--- config.mk ---
export PLATFORM = sky130hd
export DESIGN_NAME = spi_cmd_sched
export DESIGN_NICKNAME = d
export VERILOG_FILES = /design/src/rtl/spi_cmd_sched_pkg.sv /design/src/rtl/spi_cmd_fifo.sv /design/src/rtl/spi_cmd_sched.sv
export SDC_FILE = /design/constraint.sdc
export NUM_CORES = 1
export LEC_CHECK = 0
export ABC_AREA = 1
export BUFFER_PORTS_ARGS = -buffer_cell sky130_fd_sc_hd__buf_2
export CAP_MARGIN = 20
export CORE_ASPECT_RATIO = 1.1
export CORE_MARGIN = 2
export CORE_UTILIZATION = 40
export CTS_BUF_LIST = sky130_fd_sc_hd__clkbuf_8
export DETAILED_ROUTE_END_ITERATION = 10
export HOLD_SLACK_MARGIN = 0.03
export PLACE_DENSITY = 0.69
export SYNTH_ARGS = -nofsm -noshare
export SYNTH_HDL_FRONTEND = slang
export SYNTH_SLANG_ARGS = --single-unit
--- constraint.sdc ---
create_clock -name sys_clk -period 2 [get_ports sys_clk]
set_input_delay 0.2 -clock sys_clk [delete_from_list [all_inputs] [get_ports sys_clk]]
set_output_delay 0.2 -clock sys_clk [all_outputs]
set_load 0.01 [all_outputs]
--- src/rtl/spi_cmd_sched_pkg.sv ---
// Shared types and constants for the SPI command scheduler.
// One-hot FSM encoding and the legal SPI mode values.
package spi_cmd_sched_pkg;

  localparam logic [1:0] SPI_MODE1 = 2'd1;
  localparam logic [1:0] SPI_MODE3 = 2'd3;

  localparam int FRAME_W = 16;

  typedef enum logic [2:0] {
    S_IDLE  = 3'b001,
    S_ISSUE = 3'b010,
    S_WAIT  = 3'b100
  } state_t;

endpackage

--- src/rtl/spi_cmd_fifo.sv ---
// Synchronous command FIFO for SPI frames.
// Head word is registered into dout on pop and held otherwise.
module spi_cmd_fifo
  import spi_cmd_sched_pkg::*;
#(
  parameter int DEPTH = 8,
  parameter int W     = FRAME_W
) (
  input  logic                       clk,
  input  logic                       rst_n,
  input  logic                       push,
  input  logic                       pop,
  input  logic [W-1:0]               din,
  output logic [W-1:0]               dout,
  output logic                       full,
  output logic                       empty,
  output logic [$clog2(DEPTH):0]     level
);

  localparam int AW = $clog2(DEPTH);
  localparam int LW = AW + 1;

  logic [W-1:0]  mem [DEPTH];
  logic [AW-1:0] wr_ptr;
  logic [AW-1:0] rd_ptr;
  logic          push_ok;
  logic          pop_ok;

  // a full FIFO refuses pushes even if a pop frees a slot this cycle
  assign push_ok = push & ~full;
  assign pop_ok  = pop & ~empty;
  assign full    = (level == LW'(DEPTH));
  assign empty   = (level == '0);

  always_ff @(posedge clk) begin
    if (push_ok) mem[wr_ptr] <= din;
  end

  always_ff @(posedge clk or negedge rst_n) begin
    if (!rst_n) begin
      wr_ptr <= '0;
      rd_ptr <= '0;
      level  <= '0;
      dout   <= '0;
    end else begin
      if (push_ok) wr_ptr <= wr_ptr + 1'b1;
      if (pop_ok) begin
        rd_ptr <= rd_ptr + 1'b1;
        dout   <= mem[rd_ptr];
      end
      unique case ({push_ok, pop_ok})
        2'b10:   level <= level + 1'b1;
        2'b01:   level <= level - 1'b1;
        default: level <= level;
      endcase
    end
  end

endmodule

--- src/rtl/spi_cmd_sched.sv ---
// Command scheduler upstream of the SPI master: FIFO, issue FSM,
// frame timeout and a one-entry response register.
module spi_cmd_sched
  import spi_cmd_sched_pkg::*;
#(
  parameter int         DEPTH   = 8,
  parameter int         TIMEOUT = 50000,
  parameter logic [1:0] MODE    = 2'd3
) (
  input  logic                   sys_clk,
  input  logic                   rst_n,
  input  logic                   cmd_valid,
  output logic                   cmd_ready,
  input  logic [15:0]            cmd_data,
  output logic [$clog2(DEPTH):0] cmd_level,
  output logic                   rsp_valid,
  input  logic                   rsp_ready,
  output logic [15:0]            rsp_data,
  output logic                   rsp_err,
  output logic                   busy,
  output logic                   spi_en,
  output logic [1:0]             spi_mode,
  output logic [15:0]            spi_sdata,
  input  logic [15:0]            spi_rdata,
  input  logic                   spi_done
);

  localparam int TW = $clog2(TIMEOUT);

  state_t        state;
  state_t        state_nx;
  logic [TW-1:0] timer;
  logic          timer_hit;
  logic          fifo_pop;
  logic          fifo_full;
  logic          fifo_empty;
  logic          in_wait;

  spi_cmd_fifo #(
    .DEPTH (DEPTH),
    .W     (16)
  ) u_fifo (
    .clk   (sys_clk),
    .rst_n (rst_n),
    .push  (cmd_valid),
    .pop   (fifo_pop),
    .din   (cmd_data),
    .dout  (spi_sdata),
    .full  (fifo_full),
    .empty (fifo_empty),
    .level (cmd_level)
  );

  assign cmd_ready = ~fifo_full;
  assign spi_mode  = MODE;
  assign timer_hit = (timer == TW'(TIMEOUT - 1));
  assign in_wait   = (state == S_WAIT);

  always_ff @(posedge sys_clk or negedge rst_n) begin
    if (!rst_n) state <= S_IDLE;
    else        state <= state_nx;
  end

  always_comb begin
    state_nx = state;
    unique case (state)
      S_IDLE:  if (!fifo_empty && !rsp_valid) state_nx = S_ISSUE;
      S_ISSUE: state_nx = S_WAIT;
      S_WAIT:  if (spi_done || timer_hit) state_nx = S_IDLE;
      default: state_nx = S_IDLE;
    endcase
  end

  // an unconsumed response holds off the next frame
  always_comb begin
    fifo_pop = (state == S_IDLE) && !fifo_empty && !rsp_valid;
    busy     = (state != S_IDLE);
  end

  always_ff @(posedge sys_clk or negedge rst_n) begin
    if (!rst_n) begin
      spi_en    <= 1'b0;
      timer     <= '0;
      rsp_valid <= 1'b0;
      rsp_data  <= '0;
      rsp_err   <= 1'b0;
    end else begin
      if (state == S_ISSUE) begin
        spi_en <= 1'b1;
        timer  <= '0;
      end else if (in_wait) begin
        timer <= timer + 1'b1;
      end
      // done wins over a coincident timeout
      if (in_wait && spi_done) begin
        rsp_data  <= spi_rdata;
        rsp_err   <= 1'b0;
        rsp_valid <= 1'b1;
        spi_en    <= 1'b0;
      end else if (in_wait && timer_hit) begin
        rsp_data  <= '0;
        rsp_err   <= 1'b1;
        rsp_valid <= 1'b1;
        spi_en    <= 1'b0;
      end else if (rsp_valid && rsp_ready) begin
        rsp_valid <= 1'b0;
      end
    end
  end

endmodule

Yosys cells after proc, flatten, opt, wreduce, memory -nomap -nowiden
Memory sizes are Yosys's and may differ from the RTL's. A register that Yosys moved wholly into a read port is not among the register bits.
Cells that the tools add are included.
{"block": "totals", "ff_bits": 48, "latch_bits": 0, "ramBits": 128, "romBits": 0, "inputBits": 37, "output_inout_bits": 43, "word_cells": 64, "n_memories": 1}
{"block": "classes", "add_sub_neg": 5, "mul": 0, "div": 0, "n_lt_le_gt_ge": 0, "n_eq_ne": 10, "n_shift": 0, "muxes": 18, "bitwise": 4, "n_reduce_logical": 17}
{"memory": "u_fifo.mem", "depth": 8, "width": 16, "rd": 1, "rd_ports_with_merged_regs": 1, "write_ports": 1, "line_no": "spi_cmd_fifo.sv:23", "text": "logic [W-1:0] mem [DEPTH];"}
{"operator": "two-way mux 16 bit", "count": 4}
{"operator": "adder 16 x 1 -> 16 bit, second input constant", "count": 1}
{"operator": "equality test 16 bit, second input constant", "count": 1}
{"operator": "two-way mux 1 bit", "count": 10}
{"operator": "one-hot mux 3 bit (3 select lines)", "count": 1}
{"operator": "one-hot mux 4 bit (2 select lines)", "count": 1}
{"operator": "adder 3 x 1 -> 3 bit, second input constant", "count": 2}
{"operator": "logical AND 1 bit", "count": 6}
{"operator": "two-way mux 3 bit", "count": 2}
{"operator": "nonzero test 2 bit", "count": 3}
{"operator": "nonzero test 3 bit", "count": 2}
{"operator": "adder 4 x 1 -> 4 bit, second input constant", "count": 1}
{"operator": "equality test 4 bit, second input constant", "count": 1}
{"operator": "logical NOT 4 bit", "count": 1}
{"operator": "subtractor 4 x 1 -> 4 bit, second input constant", "count": 1}
{"operator": "equality test 3 x 1 -> 1 bit, second input constant", "count": 1}
{"operator": "equality test 3 x 2 -> 1 bit, second input constant", "count": 1}
{"operator": "equality test 3 bit, second input constant", "count": 1}
{"operator": "logical NOT 1 bit", "count": 3}
{"operator": "inequality test 3 x 1 -> 1 bit, second input constant", "count": 1}
{"operator": "AND 1 bit", "count": 2}
{"operator": "equality test 2 x 1 -> 1 bit, second input constant", "count": 1}
{"operator": "equality test 2 bit, second input constant", "count": 1}
{"operator": "inequality test 2 x 1 -> 1 bit, second input constant", "count": 1}
{"operator": "other kinds (4)", "count": 5}

Longest topological paths before layout
Gate-level depths: netlist (run 1).
{"block": "depth", "ltp_word": 7, "depth_mapped": 14, "ltp_nobuf": 13}

Hierarchy
A second synthesis (run 1) with hierarchy kept.
{"block": "unflattened", "cells_unflattened": 882, "area_unflattened_um2": 8660.8}
{"mod": "spi_cmd_fifo", "n_inst": 1, "cells_per_inst": 640, "area_per_inst_um2": 6678.9, "seq_area_each_um2": 4494.3}
{"mod": "spi_cmd_sched", "n_inst": 1, "cells_per_inst": 242, "area_per_inst_um2": 1981.9, "seq_area_each_um2": 952.2}

Least setup slack after synthesis (run 1)
OpenSTA, ideal clock, no wires.
{"block": "synth_timing", "kind": "reg-to-reg", "from": "reg u_fifo.level[2]", "to": "mem u_fifo.mem[4][0] (enable)", "setup_ns": 0.388, "arrival_time_ns": 1.815, "required_ns": 1.612, "setup_slack_ns": -0.203, "stages_incl_launch_ff": 6, "n_path_buf": 0, "period_less_slack_ns": 2.203, "path_cell_list": "dfrtp_1 -> inv_1 -> nand3_1 -> nand2_1 -> or2_2 -> nor2_1"}
{"block": "synth_between", "elab_chain_len": 5}
{"item": "start, declared", "line_no": "spi_cmd_fifo.sv:17", "text": "output logic [$clog2(DEPTH):0] level"}
{"item": "start signal, assigned", "line_no": "spi_cmd_fifo.sv:52", "text": "2'b10: level <= level + 1'b1;"}
{"item": "start signal, assigned", "line_no": "spi_cmd_fifo.sv:53", "text": "2'b01: level <= level - 1'b1;"}
{"item": "start signal, assigned", "line_no": "spi_cmd_fifo.sv:54", "text": "default: level <= level;"}
{"item": "equality test 4 bit", "line_no": "spi_cmd_fifo.sv:32", "text": "assign full = (level == LW'(DEPTH));"}
{"item": "NOT 1 bit"}
{"item": "named net cmd_ready", "line_no": "spi_cmd_sched.sv:13", "text": "output logic cmd_ready,"}
{"item": "AND 1 bit", "line_no": "spi_cmd_fifo.sv:30", "text": "assign push_ok = push & ~full;"}
{"item": "two-way mux 1 bit", "line_no": "spi_cmd_fifo.sv:36", "text": "if (push_ok) mem[wr_ptr] <= din;"}
{"item": "two-way mux 1 bit (not written as such)", "line_no": "spi_cmd_fifo.sv:36"}
{"item": "end, declared", "line_no": "spi_cmd_fifo.sv:23"}
The timed path passes the listed nets, and every way through them passes these cells.

Worst setup path after layout (run 1)
{"block": "layout_timing", "from": "reg state[0]", "to": "reg u_fifo.level[2]"}
{"block": "layout_between", "elab_chain_len": 6, "word_cells_on_any_way": 8, "cone_classes": "eq/ne: 3; mux: 1; bitwise: 1; reduce/logical: 3"}
{"item": "start, declared", "line_no": "spi_cmd_sched.sv:30", "text": "state_t state;"}
{"item": "start signal, assigned", "line_no": "spi_cmd_sched.sv:61", "text": "else state <= state_nx;"}
{"item": "equality test 3 x 1 -> 1 bit (*)", "line_no": "spi_cmd_sched.sv:76", "text": "fifo_pop = (state == S_IDLE) && !fifo_empty && !rsp_valid;"}
{"item": "logical AND 1 bit (*) (2 in a row)", "line_no": "spi_cmd_sched.sv:76"}
{"item": "AND 1 bit (*)", "line_no": "spi_cmd_fifo.sv:31", "text": "assign pop_ok = pop & ~empty;"}
{"item": "equality test 2 x 1 -> 1 bit / equality test 2 bit (equally long branches)", "line_no": "spi_cmd_fifo.sv:51", "text": "unique case ({push_ok, pop_ok})"}
{"item": "one-hot mux 4 bit (2 select lines) / nonzero test 2 bit (equally long branches)"}
Mark *: on every way between the ends. The rest lies on a longest branch, timed or not.
A chain may end at the register's enable or synchronous reset.

==> results of run 1 <==
[worst min path at each step]
stage / endpoint / start / slack (ns)
final: u_fifo.wr_ptr[0] / cmd_valid / 0.12
after floorplan: rsp_data[0] / rst_n / -0.1
after global placement: timer[3] / rst_n / 0.25
after CTS: state[2] / spi_done / 0.1
after detailed placement: timer[3] / rst_n / 0.26
after global routing: u_fifo.wr_ptr[0] / cmd_valid / 0.12
[worst min-delay path, cell delays in order]
cell	delay, ns
buf_2	0.10
nand2_2	0.11
nand2_1	0.08
nand2_1	0.05
[area by class of cell]
cell class	instances	area, um2	area share
Clock buffer	19	262	0.0265
Clock inverter	13	208	0.0211
Inverter	38	155	0.0157
Multi-Input combinational cell	500	2380	0.241
Sequential cell	192	5450	0.553
Tap cell	252	315	0.0320
Timing Repair Buffer	149	1090	0.111
[timing repair]
action | in CTS | in global routing
setup endpoints to repair | 2 | 2
resized for setup | 3 | 12
hold buffers | 34 | 0
hold endpoints to repair | 208 | 0
pin swaps | 0 | 6
cloned | 0 | 1
setup buffers | 0 | 7
[cells by family after synthesis]
group                      after synthesis  share of synthesized area
AOI/OAI and AO/OA                       87                     0.0558
other                                    1                   0.000461
buffers and inverters                   70                     0.0438
adders and majority gates                6                    0.00923
xor gates and xnor gates                 6                    0.00646
and+or+nand+nor                        399                      0.215
DFF                                    192                      0.669
[where the power goes]
group          internal (mW)  total, mW  leakage (nW)  switching (mW)
registers               5.15       5.60          1.98           0.449
logic                   2.02       5.31          1.88            3.29
clock network           1.56       2.91         0.236            1.35
[registers in the layout, summed over array words and instances (netlist names)]
| name | flops |
|---|---|
| rsp_data | 16 |
| u_fifo.rd_ptr | 3 |
| state | 3 |
| rsp_valid | 1 |
| u_fifo.level | 4 |
| u_fifo.mem | 128 |
| rsp_err | 1 |
| u_fifo.wr_ptr | 3 |
| u_fifo.dout | 16 |
| spi_en | 1 |
| timer | 16 |
[per-stage QoR]
stage          hold slack, ns  power, mW   util  instances
2_1_floorplan         -0.0956       8.92      -        762
3_3_place_gp            0.254       10.4  0.449       1089
3_5_place_dp            0.257       10.6  0.449       1089
4_1_cts                0.0973       13.6  0.491       1155
5_1_grt                 0.120       14.7  0.496       1163
6_report                0.117       13.8  0.496       1163
[per-layer routing]
layer,GRT usage,part of all wire,vias to the layer above
li1,-,-,2847
met1,0.222,0.45,2757
met2,0.295,0.51,140
met3,0.0299,0.036,12
met4,0.0533,0.0080,0
met5,0,0,-
[placed cells by master, fill, tap and decap left out, drive strengths merged]
cell,instances
a211oi,1
a21oi,11
and3,1
buf,114
bufinv,5
clkbuf,20
clkinv,3
clkinvlp,2
conb,2
dfrtp,63
dfstp,1
dlygate4sd3,34
edfxtp,128
ha,6
inv,41
nand2,132
nand3,82
nand3b,2
nand4,6
nor2,170
nor3,4
o211ai,1
o21ai,73
o21bai,1
or2,2
xnor2,2
xor2,4
==> results.json, run 1 <==
{
  "status": "completed",
  "initialDrtViolationCount": 419,
  "fp.coreArea_mm2": 0.0199,
  "setup.worst_path.start_class": "flip-flop",
  "timing.hold.worst.class": "primary input to flip-flop",
  "cts.path.max_buffers": 2,
  "critPathBufInv": 3,
  "clock_insertion_delay_worst_skew_ns": 0.46,
  "path_depth": 12,
  "dp_hpwl_mm": 11.1,
  "routed_wl_mm": 18.3,
  "synth-main-ff-cell": "edfxtp_1",
  "post-route-drc-count": 0,
  "final_antenna_net_count": 0,
  "placement.cell_area_mm2": 0.00892,
  "postSynth.asyncResetShare": 0.333,
  "grt_antenna_before_repair": 0,
  "row_count": 54,
  "cell_with_the_most_instances_on_the_worst_path": "inv_2",
  "netlist_top_cells_count": "nor2_1, nand2_1, edfxtp_1, nand3_1, o21ai_0",
  "worstPathRequired_ns": 2.34,
  "grt_max_degree": 65,
  "report.final.hold_viol_count": 0,
  "initial_utilization": 0.410,
  "overflow": 0,
  "gp_routability_congestion": 0.824,
  "firstDrtPassIters": 5,
  "flow.area_growth_from_synthesis_pct": 21.2,
  "synth_top_area_frac": 0.472,
  "port-buffer-count": 77,
  "grt_pass1_wl_mm": 29.1,
  "placement.setup.worst_slack_ns": -0.0455,
  "worst_setup_path_startpoint": "state[0]",
  "vias_per_cell": 4.95,
  "critical-path-top-delay-family": "flip-flops",
  "worstReg2RegEnd": "u_fifo.level[2]",
  "setup_violations": 0,
  "post_synth_main_area_contributors": "edfxtp_1, dfrtp_1, nor2_1, nand2_1, nand3_1",
  "powerDensity_mw_per_mm2": 1400,
  "critical_path.slowest_cell": "dfstp_2",
  "final_area_mm2": 0.00986,
  "post-synth-top-count-cell": "nor2_1",
  "crit-reg2reg-launch": "state[0]",
  "num_antenna_cells": 0,
  "maxSlewViolCount": 0,
  "design.final.nets": 941,
  "crit_path_end_kind": "flip-flop",
  "track_usage": 0.171,
  "ys_warn_count": 0,
  "clock_skew_ns": 0.0121,
  "post-route-worst-setup-slack_ns": 0.0339,
  "die_height_um": 154,
  "static-leakage-power_nw": 4.09,
  "syn_inst": 761,
  "cp-endpoint": "u_fifo.level[2]",
  "post_synth.cell_area_avg_um2": 10.7,
  "timing.reg2reg.worst_path_depth": 12,
  "htree_levels": 4,
  "crit_fanout": 4,
  "tritoncts.num_buffers": 17,
  "fin_crit_ns": 1.97,
  "yosysTopAreaCell": "edfxtp_1",
  "setup-tns-final_ns": 0,
  "synthDistinctLibCells": 40,
  "synth-seq-cells": 192,
  "setup.worst_path.class": "flip-flop to flip-flop",
  "fillerInstances": 1782,
  "vias": 5756,
  "synth_area_mm2": 0.00814,
  "io_pins": 80,
  "max_cap_violations": 0,
  "cts_root_buffer": "clkbuf_8",
  "seq_area_frac_synth": 0.669,
  "critical_path.cell_chain": "inv_2 > nor3_4 > inv_2 > nor2_4 > ha_4 > nand2_2 > inv_2 > nor2_2 > ha_2 > a21oi_2 > xor2_1 > o21ai_1",
  "unrepaired_setup_endpoints_after_global_routing": "true",
  "crit_arrival_ns": 2.31,
  "cts_tree": "built",
  "routedWlPerCell_um": 15.8,
  "cp_slowest_stage_delay_ns": 0.54,
  "drive_gt1_frac": 0.204,
  "clk_pin_slew_ns": 0.09,
  "irDropWorstVdd_v": 0.000734,
  "timing.hold.worst_path_depth": 4,
  "max_freq_mhz": 509,
  "synth_enable_flop_cells": 128,
  "ff2ff_setup_slack_ns": 0.03,
  "clkSinkCount": 192,
  "die-width_um": 140,
  "dieArea_mm2": 0.0215,
  "number_of_global_route_vias_before_repair": 5591,
  "final_min_period_over_clock_period": 0.983
}
(Power assumes the default switching activity.)
==> run 2: changes to the inputs <==
BUFFER_PORTS_ARGS = unset   (was -buffer_cell sky130_fd_sc_hd__buf_2)
DONT_BUFFER_PORTS = 1   (was unset)
PLACE_DENSITY = 0.65   (was 0.69)
==> run 2 against run 1 <==
  * Via count shrank 4.7%
  * Count of clock-buffer cells in the layout shrank 2
  * Combinational power shrank 12%
  * Routed wire length shrank 4.7%
  * Sequential share of layout area grew 2.3 points
  * Largest power group unchanged
==> results.json, run 2 (same netlist as run 1, synthesis figures left out) <==
{
  "drive_gt1_frac": 0.124,
  "firstDrtPassIters": 5,
  "grt_max_degree": 65,
  "irDropWorstVdd_v": 0.000740,
  "multi_input_comb_area_mm2": 0.00237,
  "vias_per_cell": 5.05,
  "flow.area_growth_from_synthesis_pct": 16.3,
  "die_height_um": 154,
  "registers.top_by_ff_count": "u_fifo.mem",
  "htree_levels": 4,
  "static-leakage-power_nw": 3.75,
  "clkSinkCount": 192,
  "powerDensity_mw_per_mm2": 1370,
  "initial_utilization": 0.410,
  "grt_antenna_before_repair": 0,
  "overflow": 0,
  "clock_skew_ns": 0.0187,
  "io_pins": 80,
  "final_area_mm2": 0.00946,
  "design.final.nets": 864,
  "largest_reg_flops": 128,
  "most_common_library_cell_in_the_layout_ignoring_fill_and_taps": "nor2_1",
  "cts.path.max_buffers": 2,
  "vias": 5483,
  "status": "completed",
  "number_of_global_route_vias_before_repair": 5225,
  "top_library_cells_by_usage_in_the_layout_fill_and_taps_aside": "nor2_1, nand2_1, edfxtp_1",
  "final_antenna_net_count": 0,
  "worstPathRequired_ns": 2.36,
  "cts_tree": "built",
  "routedWlPerCell_um": 16.1,
  "setup.worst_path.start_class": "flip-flop",
  "num_antenna_cells": 0,
  "report.final.hold_viol_count": 0,
  "fp.coreArea_mm2": 0.0199,
  "final_min_period_over_clock_period": 0.949,
  "clock_insertion_delay_worst_skew_ns": 0.47,
  "timing.hold.worst.class": "primary input to asynchronous set/reset pin",
  "row_count": 54,
  "setup_violations": 0,
  "track_usage": 0.162,
  "fin_crit_ns": 1.90,
  "maxSlewViolCount": 0,
  "gp_routability_congestion": 0.801,
  "clk_pin_slew_ns": 0.11,
  "crit_arrival_ns": 2.26,
  "dieArea_mm2": 0.0215,
  "max_freq_mhz": 527,
  "fillerInstances": 1801,
  "tritoncts.num_buffers": 17,
  "cts_root_buffer": "clkbuf_8",
  "placement.cell_area_mm2": 0.00860,
  "max_cap_violations": 0,
  "crit_fanout": 4,
  "final_core_utilization": 0.476,
  "post-route-drc-count": 0,
  "area_taken_by_flip_flops_and_latches_mm2": 0.00545,
  "crit_path_end_kind": "flip-flop",
  "grt_pass1_wl_mm": 26.9,
  "routed_wl_mm": 17.5,
  "die-width_um": 140,
  "dp_hpwl_mm": 10.8,
  "initialDrtViolationCount": 482,
  "setup.worst_path.class": "flip-flop to flip-flop",
  "port-buffer-count": 0
}
==> run 2: cell count changes in the layout (fill, tap and decap cells not counted), moves of 3 or more <==
cell | previous run | this run
buf_4 | 32 | 26
buf_2 | 77 | 0
inv_6 | 3 | 6
clkinv_8 | 0 | 4
buf_12 | 5 | 9
bufinv_16 | 5 | 1
==> run 2: report_power, final <==
part | total (mW) | switching [mW] | leakage, nW | internal, mW
sequential | 5.80 | 0.649 | 1.98 | 5.15
clock | 2.53 | 1.48 | 0.207 | 1.05
combinational | 4.67 | 2.96 | 1.57 | 1.72
==> run 2: final timing paths <==
check	cells after the start	end	slack, ns	start
max in group asynchronous	2	state[0]	1.40	rst_n
min in group sys_clk	3	rsp_data[10]	0.40	spi_rdata[10]
worst min register to register	2	u_fifo.wr_ptr[0]	0.54	u_fifo.wr_ptr[0]
worst min-delay path	2	u_fifo.dout[10]	0.28	rst_n
worst max-delay path	12	u_fifo.level[2]	0.10	state[0]
worst max register to register	12	u_fifo.level[2]	0.10	state[0]
==> run 2: stage by stage <==
stage	cells	worst slack (ns)	setup TNS (ns)	hold WS [ns]	total power, mW
after detailed placement	1012	-0.00381	-0.00381	-0.0909	10.3
after global routing	1086	-0.00766	-0.00766	0.297	13.9
after CTS	1083	0.00579	0	0.283	13.0
final	1086	0.101	0	0.282	13.0
after floorplan	762	-0.203	-13.07	-0.0956	8.92
after global placement	1012	0.0681	0	-0.0914	10.2
==> run 2: per-layer routing <==
metal	global-route usage	part of all wire	vias to the layer above
met1	0.189	0.41	2638
li1	-	-	2688
met3	0.0486	0.061	23
met4	0.0510	0.014	0
met2	0.289	0.51	134
met5	0	0	-
==> run 2: area by class of cell <==
type,count,area share
sequential,192,0.576
tap,252,0.0333
timing repair buffer,72,0.0807
clock inverter,15,0.0185
clock buffer,17,0.0247
inverter,38,0.0164
multi-input combinational,500,0.251
==> run 2: worst max-delay path, stage by stage (launching register included) <==
cell	delay, ns
dfstp_2	0.55
inv_2	0.05
nor3_4	0.14
inv_2	0.08
nor2_4	0.13
ha_4	0.17
nand2_1	0.05
inv_1	0.06
nor2_1	0.05
ha_2	0.17
a21oi_2	0.11
xor2_1	0.15
o21ai_1	0.07
==> run 2: what timing repair did <==
| action | 4_1_cts | 5_1_grt |
|---|---|---|
| endpoints found under the hold margin | 212 | 0 |
| gates resized for setup | 3 | 4 |
| endpoints found under the setup margin | 1 | 19 |
| hold buffers | 37 | 0 |
| buffers inserted | 2 | 3 |
| pin swaps | 2 | 3 |
==> run 3: changes to the inputs <==
CORE_ASPECT_RATIO = unset   (was 1.1)
==> run 3 against run 2 <==
  * Hold slack got worse by 0.0055 ns
  * Cell count increased by 1.7%
  * Global-route usage up 0.60 points
  * Critical endpoint unchanged
==> results.json, run 3 (same netlist as run 1, synthesis figures left out) <==
{
  "tritoncts.num_buffers": 17,
  "setup_violations": 0,
  "report.final.hold_viol_count": 0,
  "clock_insertion_delay_worst_skew_ns": 0.47,
  "grt_max_degree": 67,
  "gp_routability_congestion": 0.789,
  "final_antenna_net_count": 0,
  "largest_reg_flops": 128,
  "firstDrtPassIters": 5,
  "flow.area_growth_from_synthesis_pct": 16.3,
  "fp.coreArea_mm2": 0.0201,
  "maxSlewViolCount": 0,
  "multi_input_comb_area_mm2": 0.00238,
  "dp.cells": 1029,
  "port-buffer-count": 0,
  "final_area_mm2": 0.00946,
  "clock_skew_ns": 0.0231,
  "routedWlPerCell_um": 16.2,
  "area_taken_by_flip_flops_and_latches_mm2": 0.00545,
  "row_count": 52,
  "cp_slowest_stage_delay_ns": 0.56,
  "setup.worst_path.start_class": "flip-flop",
  "grt_antenna_before_repair": 0,
  "fin_crit_ns": 1.99,
  "vias": 5430,
  "setup.worst_path.class": "flip-flop to flip-flop",
  "powerDensity_mw_per_mm2": 1380,
  "track_usage": 0.168,
  "critical_path.cell_chain": "inv_2 > nor3_4 > inv_2 > nor2_4 > ha_4 > nand2_2 > inv_2 > nor2_2 > ha_2 > a21oi_2 > xor2_1 > o21ai_1",
  "crit_arrival_ns": 2.35,
  "post-route-drc-count": 0,
  "io_pins": 80,
  "cell_with_the_most_instances_on_the_worst_path": "inv_2",
  "registers.top_by_ff_count": "u_fifo.mem",
  "max_freq_mhz": 502,
  "most_common_library_cell_in_the_layout_ignoring_fill_and_taps": "nor2_1",
  "fillerInstances": 1821,
  "post_layout_nonfiller_instances": 1104,
  "irDropWorstVdd_v": 0.000883,
  "final_core_utilization": 0.471,
  "clkSinkCount": 192,
  "die-width_um": 147,
  "placement.cell_area_mm2": 0.00858,
  "cts.path.max_buffers": 2,
  "static-leakage-power_nw": 3.74,
  "clk_pin_slew_ns": 0.10,
  "timing.hold.worst.class": "primary input to asynchronous set/reset pin",
  "initial_utilization": 0.405,
  "design.final.nets": 864,
  "dp_hpwl_mm": 10.7,
  "number_of_global_route_vias_before_repair": 5299,
  "status": "completed",
  "top_library_cells_by_usage_in_the_layout_fill_and_taps_aside": "nor2_1, nand2_1, edfxtp_1",
  "cts_tree": "built",
  "overflow": 0,
  "cts_root_buffer": "clkbuf_8",
  "final_min_period_over_clock_period": 0.996,
  "initialDrtViolationCount": 324,
  "routed_wl_mm": 17.9,
  "worstPathRequired_ns": 2.36,
  "dieArea_mm2": 0.0215,
  "htree_levels": 4,
  "grt_pass1_wl_mm": 28.1,
  "critical_path.slowest_cell": "dfstp_2",
  "max_cap_violations": 0,
  "drive_gt1_frac": 0.125,
  "crit_fanout": 4,
  "crit_path_end_kind": "flip-flop",
  "unrepaired_setup_endpoints_after_global_routing": "true",
  "vias_per_cell": 4.92,
  "num_antenna_cells": 0,
  "die_height_um": 147
}
## run 3: stage by stage
stage | TNS [ns] | power (mW) | hold slack [ns] | worst slack (ns)
2_1_floorplan | -13.07 | 8.92 | -0.0956 | -0.203
3_3_place_gp | 0 | 10.1 | -0.0906 | 0.0275
3_5_place_dp | -0.0169 | 10.3 | -0.0907 | -0.0169
4_1_cts | 0 | 12.9 | 0.288 | 0.0102
5_1_grt | -0.102 | 14.0 | 0.307 | -0.102
6_report | 0 | 13.1 | 0.277 | 0.00757
## run 3: timing repair
| action | in CTS | in global routing |
|---|---|---|
| hold buffers | 37 | 0 |
| endpoints found under the setup margin | 1 | 2 |
| resized for setup | 2 | 12 |
| setup buffers | 0 | 5 |
| endpoints found under the hold margin | 212 | 0 |
| gates cloned | 0 | 1 |
| pin swaps | 0 | 4 |
## run 3: report_power, final
part           leakage [nW]  internal, mW  total, mW  switching, mW
clock                 0.195          1.03       2.49           1.46
combinational          1.56          1.79       4.83           3.03
sequential             1.98          5.16       5.78          0.629
total                  3.74          7.97       13.1           5.12
## run 3: routing by layer
metal	share of wire	track usage	vias up
met3	0.044	0.0341	16
met5	0	0	-
met4	0.015	0.0485	0
met2	0.50	0.288	116
met1	0.44	0.218	2611
li1	-	-	2687
## run 3: final timing paths
kind | from | end | slack (ns) | cells past startpoint
max in group asynchronous | rst_n | state[0] | 1.40 | 2
min | rst_n | rsp_data[1] | 0.28 | 2
max | state[0] | u_fifo.level[2] | 0.008 | 12
min in group sys_clk | rsp_ready | rsp_valid | 0.38 | 2
min reg2reg | timer[0] | timer[0] | 0.53 | 1
max reg2reg | state[0] | u_fifo.level[2] | 0.008 | 12
## run 3: worst max-delay path: cells and delay by family, from the launching register on
family | cells | cell delay (ns)
AOI/OAI and AO/OA | 2 | 0.21
xor gates and xnor gates | 1 | 0.15
adders and majority gates | 2 | 0.35
buffers and inverters | 3 | 0.18
DFF | 1 | 0.56
and+or+nand+nor | 4 | 0.45
## run 3: area by class of cell
class,count,area share
multi-input cells,500,0.251
inverters,38,0.0164
well taps,270,0.0357
clock buffers,17,0.0247
clock inverters,15,0.0160
flip-flops and latches,192,0.576
repair buffers,72,0.0799
